[config.mk]
export PLATFORM = sky130hd
export DESIGN_NAME = pipe_ctrl
export DESIGN_NICKNAME = d
export VERILOG_FILES = /design/src/rtl/pipe_ctrl.sv
export SDC_FILE = /design/constraint.sdc
export NUM_CORES = 1
export LEC_CHECK = 0
export ABC_AREA = 1
export CORE_MARGIN = 4
export CORE_UTILIZATION = 40
export CTS_CLUSTER_SIZE = 10
export DETAILED_ROUTE_END_ITERATION = 8
export GPL_TIMING_DRIVEN = 0
export PLACE_DENSITY = 0.76
export SLEW_MARGIN = 20
export SYNTH_ARGS = -nofsm -noshare
export SYNTH_HDL_FRONTEND = slang
export SYNTH_SLANG_ARGS = --single-unit
export TNS_END_PERCENT = 1
[constraint.sdc]
create_clock -name clk -period 2.25 [get_ports clk]
set_input_delay 0.45 -clock clk [delete_from_list [all_inputs] [get_ports clk]]
set_output_delay 0.45 -clock clk [all_outputs]
set_load 0.01 [all_outputs]
[src/rtl/pipe_ctrl.sv]
// Pipeline stall/flush controller: merges stage stall requests into the stall bus,
// redirects the PC on exception/eret, and tracks stall statistics and a watchdog.
module pipe_ctrl #(
  parameter logic [31:0] EXC_VECTOR = 32'h0000_0020,
  parameter logic [15:0] WDOG_LIMIT = 16'd1024,
  parameter int unsigned CNT_W      = 32
) (
  input  logic             clk,
  input  logic             rst,
  input  logic             stallreq_if,
  input  logic             stallreq_id,
  input  logic             stallreq_ex,
  input  logic             stallreq_mem,
  input  logic             excp_valid,
  input  logic             excp_is_eret,
  input  logic [31:0]      cp0_epc,
  output logic [5:0]       stall,
  output logic             flush,
  output logic [31:0]      new_pc,
  output logic [CNT_W-1:0] stall_cycles,
  output logic             wdog_timeout
);

  typedef enum logic [1:0] {
    ST_RUN   = 2'b00,
    ST_STALL = 2'b01,
    ST_FLUSH = 2'b10
  } state_e;

  localparam logic [CNT_W-1:0] CNT_ONE = {{(CNT_W-1){1'b0}}, 1'b1};

  state_e           state_q, state_d;
  logic [15:0]      run_len_q, run_len_d;
  logic [15:0]      run_base;
  logic [CNT_W-1:0] stall_cycles_q, stall_cycles_d;
  logic             wdog_q, wdog_d;
  logic [5:0]       stall_req;

  // Deepest requesting stage wins; it and everything upstream freeze.
  always_comb begin
    stall_req = 6'b000000;
    priority case (1'b1)
      stallreq_mem: stall_req = 6'b011111;
      stallreq_ex:  stall_req = 6'b001111;
      stallreq_id:  stall_req = 6'b000111;
      stallreq_if:  stall_req = 6'b000011;
      default:      stall_req = 6'b000000;
    endcase
  end

  always_comb begin
    stall  = 6'b000000;
    flush  = 1'b0;
    new_pc = 32'h0000_0000;
    if (excp_valid) begin
      flush  = 1'b1;
      new_pc = excp_is_eret ? cp0_epc : EXC_VECTOR;
    end else begin
      stall = stall_req;
    end
  end

  always_comb begin
    state_d = ST_RUN;
    if (flush) begin
      state_d = ST_FLUSH;
    end else if (stall != 6'b000000) begin
      state_d = ST_STALL;
    end
  end

  // A stall run only continues if the previous cycle was also a stall;
  // the 2'b11 encoding therefore behaves like RUN.
  always_comb begin
    run_base       = (state_q == ST_STALL) ? run_len_q : 16'd0;
    run_len_d      = 16'd0;
    wdog_d         = wdog_q;
    stall_cycles_d = stall_cycles_q;
    if (state_d == ST_STALL) begin
      run_len_d = (run_base == 16'hFFFF) ? run_base : run_base + 16'd1;
      if (run_base >= WDOG_LIMIT - 16'd1) begin
        wdog_d = 1'b1;
      end
      if (!(&stall_cycles_q)) begin
        stall_cycles_d = stall_cycles_q + CNT_ONE;
      end
    end
  end

  always_ff @(posedge clk) begin
    if (rst) begin
      state_q        <= ST_RUN;
      run_len_q      <= 16'd0;
      stall_cycles_q <= '0;
      wdog_q         <= 1'b0;
    end else begin
      state_q        <= state_d;
      run_len_q      <= run_len_d;
      stall_cycles_q <= stall_cycles_d;
      wdog_q         <= wdog_d;
    end
  end

  assign stall_cycles = stall_cycles_q;
  assign wdog_timeout = wdog_q;

endmodule

After elaboration in Yosys (flattened, before gate mapping)
Index checks and enable logic that the tools add are counted.
Widths: inputs -> output; s select.
- $add $sub $neg: 2
- multipliers: 0
- div/mod/pow operators: 0
- $lt $le $gt $ge: 1
- equality and inequality tests: 3
- shifts and indexed selects: 0
- mux-type cells: 12
- bitwise operators: 2
- reduce and logical (&&, ||, !) cells: 5
- operators with widths (kind ; number):
    $mux 32 ; 2
    $add 32x1->32 const B ; 1
    $mux 16 ; 2
    $reduce_and 32->1 ; 1
    $mux 6 ; 3
    $add 16x1->16 const B ; 1
    $eq 16x16->1 const B ; 1
    $ge 16x10->1 const B ; 1
    $reduce_bool 6->1 ; 1
    $eq 2x1->1 const B ; 2
    $mux 2 ; 2
    $reduce_and 2->1 ; 2
    $mux 3 ; 1
    $mux 1 ; 2
    $not 1->1 ; 2
    $reduce_or 2->1 ; 1
- flip-flop bits (word level): 51
- latch bits: 0
- memory bits (writable): 0
- memory bits (read-only): 0
- input bits: 40
- output and inout port bits: 72
- memories: 0

Logic depth before layout (Yosys ltp)
Gate-level depths: netlist of the first run.
- depth after elaboration: 11
- depth in mapped cells: 13

Worst setup path before layout of the first run
OpenSTA, ideal clock, no wires.
- kind: register -> register
- from: reg state_q[1]
- to: reg run_len_q[0]
- arrival time: 1.778 ns
- required time: 2.131 ns
- slack: 0.353 ns
- cell stages (with the launch flop): 13
- path buffers: 1
- path through: dfxtp_1 > inv_1 > nand2_1 > nor2_1 > ha_1 > nand2_1 > nor2_1 > nand2_1 > nor2_2 > nand2_1 > buf_6 > nand2_1 > a21oi_1
- cells in the longest elaborated chain, start to end: 4
- elaborated cells between the ends (all ways): 5
- classes of those cells: add/sub: 1; eq/ne: 2; mux: 2
- RTL lines (element ; line ; RTL):
    start: declaration ; 32 ; state_e state_q, state_d;
    start signal: assignment ; 97 ; state_q <= state_d;
    $eq 2x1->1 * ; 75 ; run_base = (state_q == ST_STALL) ? run_len_q : 16'd0;
    $mux 16 * ; 75 ;
    $add 16x1->16 or $eq 16x16->1 (tied branches) ; 80 ; run_len_d = (run_base == 16'hFFFF) ? run_base : run_base + 16'd1;
    $mux 16 * ; 80 ;
    end signal: assignment ; 98 ; run_len_q <= run_len_d;
    end: declaration ; 33 ; logic [15:0] run_len_q, run_len_d;
Mark *: on every way between the ends. The rest lies on a longest branch, timed or not.
A chain may end at the register's enable or synchronous reset.

Worst setup path in the final report of the first run
- from: in excp_is_eret
- to: out new_pc[31]
- cells in the longest elaborated chain, start to end: 2
- RTL lines (element ; line ; RTL):
    start: declaration ; 15 ; input logic excp_is_eret,
    $mux 32 ; 57 ; new_pc = excp_is_eret ? cp0_epc : EXC_VECTOR;
    $mux 32 ; 55 ; if (excp_valid) begin
    end: declaration ; 19 ; output logic [31:0] new_pc,
No other way between the ends.

==> results of run 1 <==
-- stage by stage --
step	setup TNS (ns)	setup slack [ns]	hold slack (ns)	cells	cell area, um^2
2_1_floorplan	0	0.353	0.449	613	3650
3_3_place_gp	-10.68	-0.492	0.450	830	4870
3_5_place_dp	-12.53	-0.505	0.457	830	4870
4_1_cts	0	0.00498	0.481	840	4960
5_1_grt	0	0.0163	0.503	842	5000
6_report	0	0.0930	0.478	842	5000
-- registers in the layout, indices dropped and copies added, names as in the netlist --
name,count
state_q,2
wdog_timeout,1
run_len_q,16
stall_cycles,32
-- cell usage after synthesis (2+ instances only) --
cell type,n,area [um^2]
inv_1,90,338
buf_4,4,30.0
nand2_4,3,33.8
nor2_4,3,33.8
xor2_1,8,70.1
nor2_1,121,454
nand2_1,179,672
nand4_1,10,62.6
nand3_1,41,205
clkinv_1,2,7.51
nand2_2,19,119
nor2_2,5,31.3
nor3_1,4,20.0
dfxtp_1,51,1020
xnor2_1,6,52.6
buf_2,4,20.0
o21ai_0,10,50.1
a21oi_2,20,175
inv_2,2,7.51
a21oi_1,7,35.0
buf_12,3,60.1
clkbuf_1,5,18.8
ha_1,2,25.0
a31oi_1,6,37.5
-- critical path: cells and delay by family --
family	cells	cell delay, ns
buffers and inverters	2	1.03
AND/OR/NAND/NOR	2	0.23
-- final timing paths --
path	startpoint	endpoint	cells past startpoint
worst min register to register	wdog_timeout	wdog_timeout	2
worst max-delay path	excp_is_eret	new_pc[31]	4
worst max register to register	state_q[1]	run_len_q[11]	13
worst min-delay path	wdog_timeout	wdog_timeout	2
-- power by group --
| part | leakage, nW | switching [mW] | internal, mW |
|---|---|---|---|
| Combinational | 1.70 | 0.166 | 0.164 |
| Sequential | 0.412 | 0.0119 | 0.912 |
| Clock | 0.0412 | 0.320 | 0.218 |
| Total | 2.15 | 0.499 | 1.29 |
-- area by class of cell --
type	instances	area, um^2
fillers	883	3810
inverters	94	353
well taps	108	135
repair buffers	113	1080
multi-input cells	450	2160
clock inverters	2	12.5
plain buffers	18	155
flip-flops and latches	51	1020
clock buffers	6	72.6
-- cell families after synthesis --
group,synth area share [%]
AND/OR/NAND/NOR,45.9
buffers and inverters,13.6
flip-flops,28.0
AO/OA/AOI/OAI,8.37
XOR/XNOR,3.36
adder cells (fa/ha/maj),0.686
other,0.103
-- layer usage --
metal / vias up / share of wire [%] / track usage (%)
met4: 0 / 1.3 / 5.89
met1: 1836 / 42 / 25.1
li1: 2094 / - / -
met2: 113 / 52 / 36.7
met5: - / 0 / 0
met3: 13 / 4.4 / 2.92
-- timing repair --
action | in CTS | in global routing
gates resized for setup | 43 | 9
setup buffers | 2 | 2
pin swaps | 2 | 2
setup endpoints to repair | 47 | 19
==> flow_metrics.py, run 1 <==
metrics = {
    "grt": {
        "gr-total-overflow": 0,
        "grt_max_degree": 16,
        "grt_pass1_wl_mm": 18.4,
        "antenna_found_initial": 0,
        "grt_pass1_vias": 3896,
        "grt_usage_pct": 20.3,
    },
    "route": {
        "dr.first_iter.drc_count": 182,
        "post_drt_via_cell_ratio": 4.82,
        "drc": 0,
        "ant_nets": 0,
        "route.vias.total": 4056,
        "firstDrtPassIters": 5,
        "wl_per_cell_um": 12.9,
        "routed_wl_mm": 10.9,
    },
    "yosys": {
        "synth.avg_cell_area_um2": 5.95,
        "syn_area_um2": 3650,
        "yosys_warnings": 0,
        "synthesis.nets": 655,
        "ys_types": 32,
        "synth_edf_count": 0,
        "ys_seq_area_share_pct": 28.0,
        "ys_ff_latch": 51,
        "synth_top_flop_cell": "dfxtp_1",
        "synthCells": 613,
        "synthArstFlopShare_pct": 0,
    },
    "worst_setup_path": {
        "crit_path_cell_trace": "clkdlybuf4s50_1, nand2_1, nor2_1, clkdlybuf4s50_1",
        "cpMostUsedCell": "clkdlybuf4s50_1",
        "cp-end-kind": "primary output",
        "slowest_stage": "clkdlybuf4s50_1",
        "cp.required_ns": 1.80,
        "start_kind": "primary input",
        "critical_path_class": "in2out",
        "critical_path_arrival_ns": 1.71,
        "reg2reg_slack_ns": 0.21,
        "slowest_delay_ns": 0.55,
        "critical_path.max_fanout": 4,
    },
    "sta": {
        "max_freq_mhz": 464,
        "timing.final.crit_share_pct": 95.9,
        "slew-limit-headroom_pct": 49.9,
        "min_period_ns": 2.16,
        "clock-skew-final_ns": 0.0118,
        "slew_viol_final": 0,
        "rsz0062_at_grt": "no",
        "hold_viol_final": 0,
        "worst_pin_slew_ns": 0.752,
        "final-setup-viol-count": 0,
    },
    "layout": {
        "nets": 775,
        "synthToLayoutAreaGrowth_pct": 37.0,
        "final_util_pct": 56.8,
        "final_cell_mix": "nand2_1 (177), nor2_1 (118), inv_1 (89), clkdlybuf4s50_1 (75), dfxtp_1 (51)",
        "drive_gt1_share_pct": 12.3,
        "diodes": 0,
        "final_common_cell": "nand2_1",
    },
    "power": {
        "power.total_mw": 1.79,
        "irDropWorstVdd_mv": 0.201,
        "p_leak_nw": 2.15,
        "power-per-cell-area_nw_per_um2": 359,
    },
    "status": {
        "status": "complete, no violations",
    },
    "clocking": {
        "insertion_delay_ns": 0.32,
        "hold_buffers": 0,
        "cts.sinks": 51,
        "clk_path_buf_depth": 2,
        "cts_root_buf": "clkbuf_8",
        "cts_made_buffers": 5,
        "cts_tree": "built",
        "path_clk_slew_ns": 0.10,
        "htreeDepth": 2,
    },
    "place": {
        "io_buffers": 109,
        "dp_hpwl_mm": 8.66,
        "gp_congestion": 0.934,
    },
    "floorplanning": {
        "fp.dieW_um": 104,
        "num_io_pins": 112,
        "die_h_um": 104,
        "design.core.area_um2": 8810,
        "rows": 34,
        "initial_core_util_pct": 41.4,
        "die_area_um2": 10700,
    },
    "hold_path": {
        "hold_path.class": "reg2reg",
    },
    "flow_run": {
        "maxCapViolations": 0,
    },
}
No activity file was read; power rests on OpenSTA's default activity.
==> run 2: changes to the inputs <==
CAP_MARGIN = 20   (was default)
CELL_PAD_IN_SITES_DETAIL_PLACEMENT = 2   (was default)
CELL_PAD_IN_SITES_GLOBAL_PLACEMENT = 2   (was default)
CORE_UTILIZATION = 24   (was 40)
PLACE_DENSITY = 0.88   (was 0.76)
==> flow_metrics.py, run 2 (synthesized netlist as in run 1, its figures left out) <==
metrics = {
    "route": {
        "route.vias.total": 4314,
        "routed_wl_mm": 15.8,
        "drc": 0,
        "firstDrtPassIters": 4,
        "dr.first_iter.drc_count": 121,
        "ant_nets": 0,
        "wl_per_cell_um": 17.2,
        "post_drt_via_cell_ratio": 4.70,
    },
    "floorplanning": {
        "fp.dieW_um": 131,
        "die_area_um2": 17200,
        "design.core.area_um2": 14700,
        "die_h_um": 131,
        "rows": 44,
        "num_io_pins": 112,
        "initial_core_util_pct": 24.8,
    },
    "sta": {
        "timing.final.crit_share_pct": 96.5,
        "slew-limit-headroom_pct": 48.8,
        "max_freq_mhz": 460,
        "slew_viol_final": 0,
        "worst_pin_slew_ns": 0.768,
        "hold_viol_final": 0,
        "clock-skew-final_ns": 0.00558,
        "final-setup-viol-count": 0,
        "rsz0062_at_grt": "no",
        "holdWs_ns": 0.483,
        "min_period_ns": 2.17,
        "finalSetupTns_ns": 0,
    },
    "worst_setup_path": {
        "critical_path.max_fanout": 4,
        "start_kind": "primary input",
        "cp-end-kind": "primary output",
        "cp.required_ns": 1.80,
        "critical_path_arrival_ns": 1.72,
        "critical_path_class": "in2out",
    },
    "layout": {
        "largest_reg_flops": 32,
        "drive_gt1_share_pct": 12.7,
        "final_cell_mix": "nand2_1 (175), nor2_1 (118), inv_1 (89), clkdlybuf4s50_1 (75), dfxtp_1 (51)",
        "synthToLayoutAreaGrowth_pct": 42.6,
        "diodes": 0,
        "nets": 775,
        "final_common_cell": "nand2_1",
    },
    "grt": {
        "grt_pass1_wl_mm": 25.9,
        "grt_pass1_vias": 4953,
        "gr-total-overflow": 0,
        "grt_usage_pct": 18.1,
        "grt_max_degree": 16,
        "antenna_found_initial": 0,
    },
    "clocking": {
        "clk_path_buf_depth": 2,
        "htreeDepth": 2,
        "cts_tree": "built",
        "cts.sinks": 51,
        "insertion_delay_ns": 0.30,
        "cts_root_buf": "clkbuf_16",
        "cts_made_buffers": 5,
        "hold_buffers": 0,
        "path_clk_slew_ns": 0.07,
    },
    "place": {
        "dp_hpwl_mm": 12.6,
        "gp_congestion": 0.831,
        "io_buffers": 109,
    },
    "power": {
        "irDropWorstVdd_mv": 0.223,
        "p_leak_nw": 2.21,
        "power-per-cell-area_nw_per_um2": 423,
    },
    "status": {
        "status": "complete, no violations",
    },
    "flow_run": {
        "maxCapViolations": 0,
    },
    "hold_path": {
        "hold_path.class": "reg2reg",
    },
}
run 2: area by class of cell:
type                    count  area (um^2)
multi-input cells         450         2180
clock buffers               6          139
repair buffers            113         1080
flip-flops and latches     51         1020
fillers                  1832         9500
well taps                 184          230
inverters                  94          353
clock inverters             2         35.0
plain buffers              18          155
run 2: path summary, 6_finish.rpt:
path         cells after the start  slack [ns]       endpoint          from
max                              5        0.08      new_pc[5]    excp_valid
min                              2        0.48   wdog_timeout  wdog_timeout
max reg2reg                     13        0.19  run_len_q[11]    state_q[1]
min reg2reg                      2        0.48   wdog_timeout  wdog_timeout
run 2: worst max-delay path, cell delays in order:
cell and delay [ns]:
dlygate4sd2_1 0.31, inv_2 0.09, buf_4 0.16, a21oi_1 0.14, clkdlybuf4s50_1 0.58
run 2: stage by stage:
step                      instances  setup WS [ns]  util (%)  area (um^2)  power, mW
after floorplan                 613          0.353         -         3650       1.10
after global placement          906         -0.627      33.8         4970       1.28
after detailed placement        906         -0.653      33.8         4970       1.30
after CTS                       918         -0.101      35.2         5170       2.23
after global routing            918        0.00144      35.4         5200       2.29
final                           918         0.0781      35.4         5200       2.20
run 2: timing repair:
item / CTS / global route
setup buffers: 4 / 0
resized for setup: 50 / 7
pin swaps: 2 / 0
endpoints found under the setup margin: 69 / 14
run 2: layer usage:
layer,part of all wire [%],track usage (%),routed length (um),up-vias
met1,40,20.0,6380,2137
li1,-,-,-,2102
met3,1.6,2.26,254,24
met4,1.8,4.61,282,0
met2,56,36.4,8910,51
met5,0,0,0,-
run 2: report_power, final:
group	switching [mW]	internal (mW)	leakage, nW
Combinational	0.184	0.165	1.71
Clock	0.370	0.555	0.0868
Sequential	0.0130	0.912	0.412
==> run 3: changes to the inputs <==
CORE_ASPECT_RATIO = 0.9   (was default)
CORE_UTILIZATION = 32   (was 24)
DONT_BUFFER_PORTS = 1   (was default)
PLACE_DENSITY = 0.86   (was 0.88)
==> flow_metrics.py, run 3 (synthesized netlist as in run 1, its figures left out) <==
metrics = {
    "status": {
        "status": "complete, no violations",
    },
    "place": {
        "gp_congestion": 0.849,
        "dp_hpwl_mm": 10.7,
        "io_buffers": 0,
    },
    "clocking": {
        "cts.sinks": 51,
        "cts_setup_buffers": 0,
        "path_clk_slew_ns": 0.08,
        "clk_path_buf_depth": 2,
        "insertion_delay_ns": 0.30,
        "cts_made_buffers": 5,
        "cts_root_buf": "clkbuf_16",
        "htreeDepth": 2,
        "cts_tree": "built",
    },
    "sta": {
        "slew_viol_final": 0,
        "finalSetupTns_ns": 0,
        "worst_pin_slew_ns": 0.763,
        "hold_viol_final": 0,
        "rsz0062_at_grt": "yes",
        "timing.final.crit_share_pct": 93.7,
        "slew-limit-headroom_pct": 49.1,
        "min_period_ns": 2.11,
        "final-setup-viol-count": 0,
        "max_freq_mhz": 474,
        "clock-skew-final_ns": 0.0126,
    },
    "route": {
        "routed_wl_mm": 13.5,
        "wl_per_cell_um": 17.5,
        "route.vias.total": 3882,
        "post_drt_via_cell_ratio": 5.02,
        "dr.first_iter.drc_count": 175,
        "ant_nets": 0,
        "drc": 0,
        "firstDrtPassIters": 4,
    },
    "grt": {
        "grt_max_degree": 17,
        "antenna_found_initial": 0,
        "grt_usage_pct": 21.1,
        "grt_pass1_wl_mm": 22.2,
        "grt_pass1_vias": 4329,
        "gr-total-overflow": 0,
    },
    "layout": {
        "synthToLayoutAreaGrowth_pct": 10.7,
        "nets": 662,
        "regArea_um2": 1020,
        "drive_gt1_share_pct": 13.5,
        "largest_reg_flops": 32,
        "final_cell_mix": "nand2_1 (177), nor2_1 (117), inv_1 (90), dfxtp_1 (49), nand3_1 (41)",
        "multi_input_area_um2": 2170,
        "final_util_pct": 36.7,
        "final_common_cell": "nand2_1",
        "fill_cells": 1431,
        "diodes": 0,
    },
    "worst_setup_path": {
        "critical_path.max_fanout": 10,
        "r2r_end": "run_len_q[13]",
        "cp.required_ns": 2.50,
        "reg2reg_from": "state_q[1]",
        "slowest_stage": "dfxtp_1",
        "cpMostUsedCell": "nand2_1",
        "start_kind": "flip-flop",
        "cp-end-kind": "flip-flop",
        "path_delay_family": "simple AND/OR/NAND/NOR gates",
        "critical_path_arrival_ns": 2.36,
        "crit_path_cell_trace": "inv_1, nand2_4, nor2_2, ha_4, nand2_1, nor2_2, nand2_2, nor2_4, nand2_1, buf_6, nand3_1, nand2_1, inv_1",
        "critical_path_class": "reg2reg",
        "r2r_cells": 13,
        "slowest_delay_ns": 0.34,
        "reg2reg_slack_ns": 0.14,
        "crit_buf_inv": 3,
    },
    "hold_path": {
        "whs_endpoint": "state_q[1]",
        "hold_path.class": "in2reg",
        "whs_path_depth": 2,
        "hold_start": "excp_valid",
    },
    "flow_run": {
        "maxCapViolations": 0,
    },
    "floorplanning": {
        "num_io_pins": 112,
        "fp.dieW_um": 121,
        "initial_core_util_pct": 33.2,
        "rows": 36,
        "die_area_um2": 13200,
        "design.core.area_um2": 11000,
        "die_h_um": 109,
    },
    "power": {
        "irDropWorstVdd_mv": 0.268,
        "power-per-cell-area_nw_per_um2": 490,
        "p_leak_nw": 1.62,
    },
}
-- run 3: cell count changes in the layout (fill, tap and decap cells not counted), sizes merged --
cell,before,now
dlygate4sd2,31,0
clkdlybuf4s50,75,0
bufinv,1,0
clkbuf,10,11
clkinvlp,0,1
dlymetal6s2s,2,0
buf,19,13
-- run 3: worst max-delay path by stage --
stage	start	endpoint	slack [ns]	depth (start not counted)
2_1_floorplan	state_q[1]	run_len_q[0]	0.35	12
3_3_place_gp	state_q[1]	run_len_q[0]	-0.23	12
3_5_place_dp	state_q[1]	run_len_q[13]	-0.35	13
4_1_cts	state_q[1]	run_len_q[13]	0.06	13
5_1_grt	state_q[1]	run_len_q[13]	-0.03	13
6_report	state_q[1]	run_len_q[13]	0.14	13
-- run 3: stage by stage --
step | hold WS [ns] | cells | instance area (um^2) | worst slack [ns] | total power [mW]
2_1_floorplan | 0.449 | 613 | 3650 | 0.353 | 1.10
3_3_place_gp | 0.478 | 765 | 3840 | -0.226 | 1.14
3_5_place_dp | 0.481 | 765 | 3840 | -0.348 | 1.15
4_1_cts | 0.351 | 773 | 4020 | 0.0555 | 1.99
5_1_grt | 0.382 | 773 | 4040 | -0.0336 | 2.05
6_report | 0.343 | 773 | 4040 | 0.141 | 1.98
-- run 3: power by group --
group	switching [mW]	leakage, nW	internal, mW
Sequential	0.0163	0.413	0.913
Combinational	0.149	1.14	0.0589
Clock	0.396	0.0731	0.447
-- run 3: repair_timing --
item / CTS / global route
hold buffers: 0 / 0
pin swaps: 0 / 0
setup endpoints to repair: 17 / 28
resized for setup: 8 / 5
-- run 3: final cells by class --
type,count,share of cell area [%]
multi-input combinational,450,53.8
clock buffer,6,3.44
tap,152,4.71
buffer,18,3.56
sequential,51,25.3
clock inverter,2,0.403
inverter,94,8.74
-- run 3: routing by layer --
layer / up-vias / GRT usage, % / part of all wire [%]
met1: 1895 / 25.8 / 44
met4: 0 / 3.72 / 0.84
met2: 106 / 38.5 / 49
met5: - / 0 / 0
met3: 9 / 4.53 / 5.3
li1: 1872 / - / -
-- run 3: worst reg2reg max path: cells and delay by family, from the launching register on --
family / cells / cell delay [ns]
simple gates: 9 / 1.18
fa+ha+maj: 1 / 0.19
flops: 1 / 0.34
buf+inv: 3 / 0.37
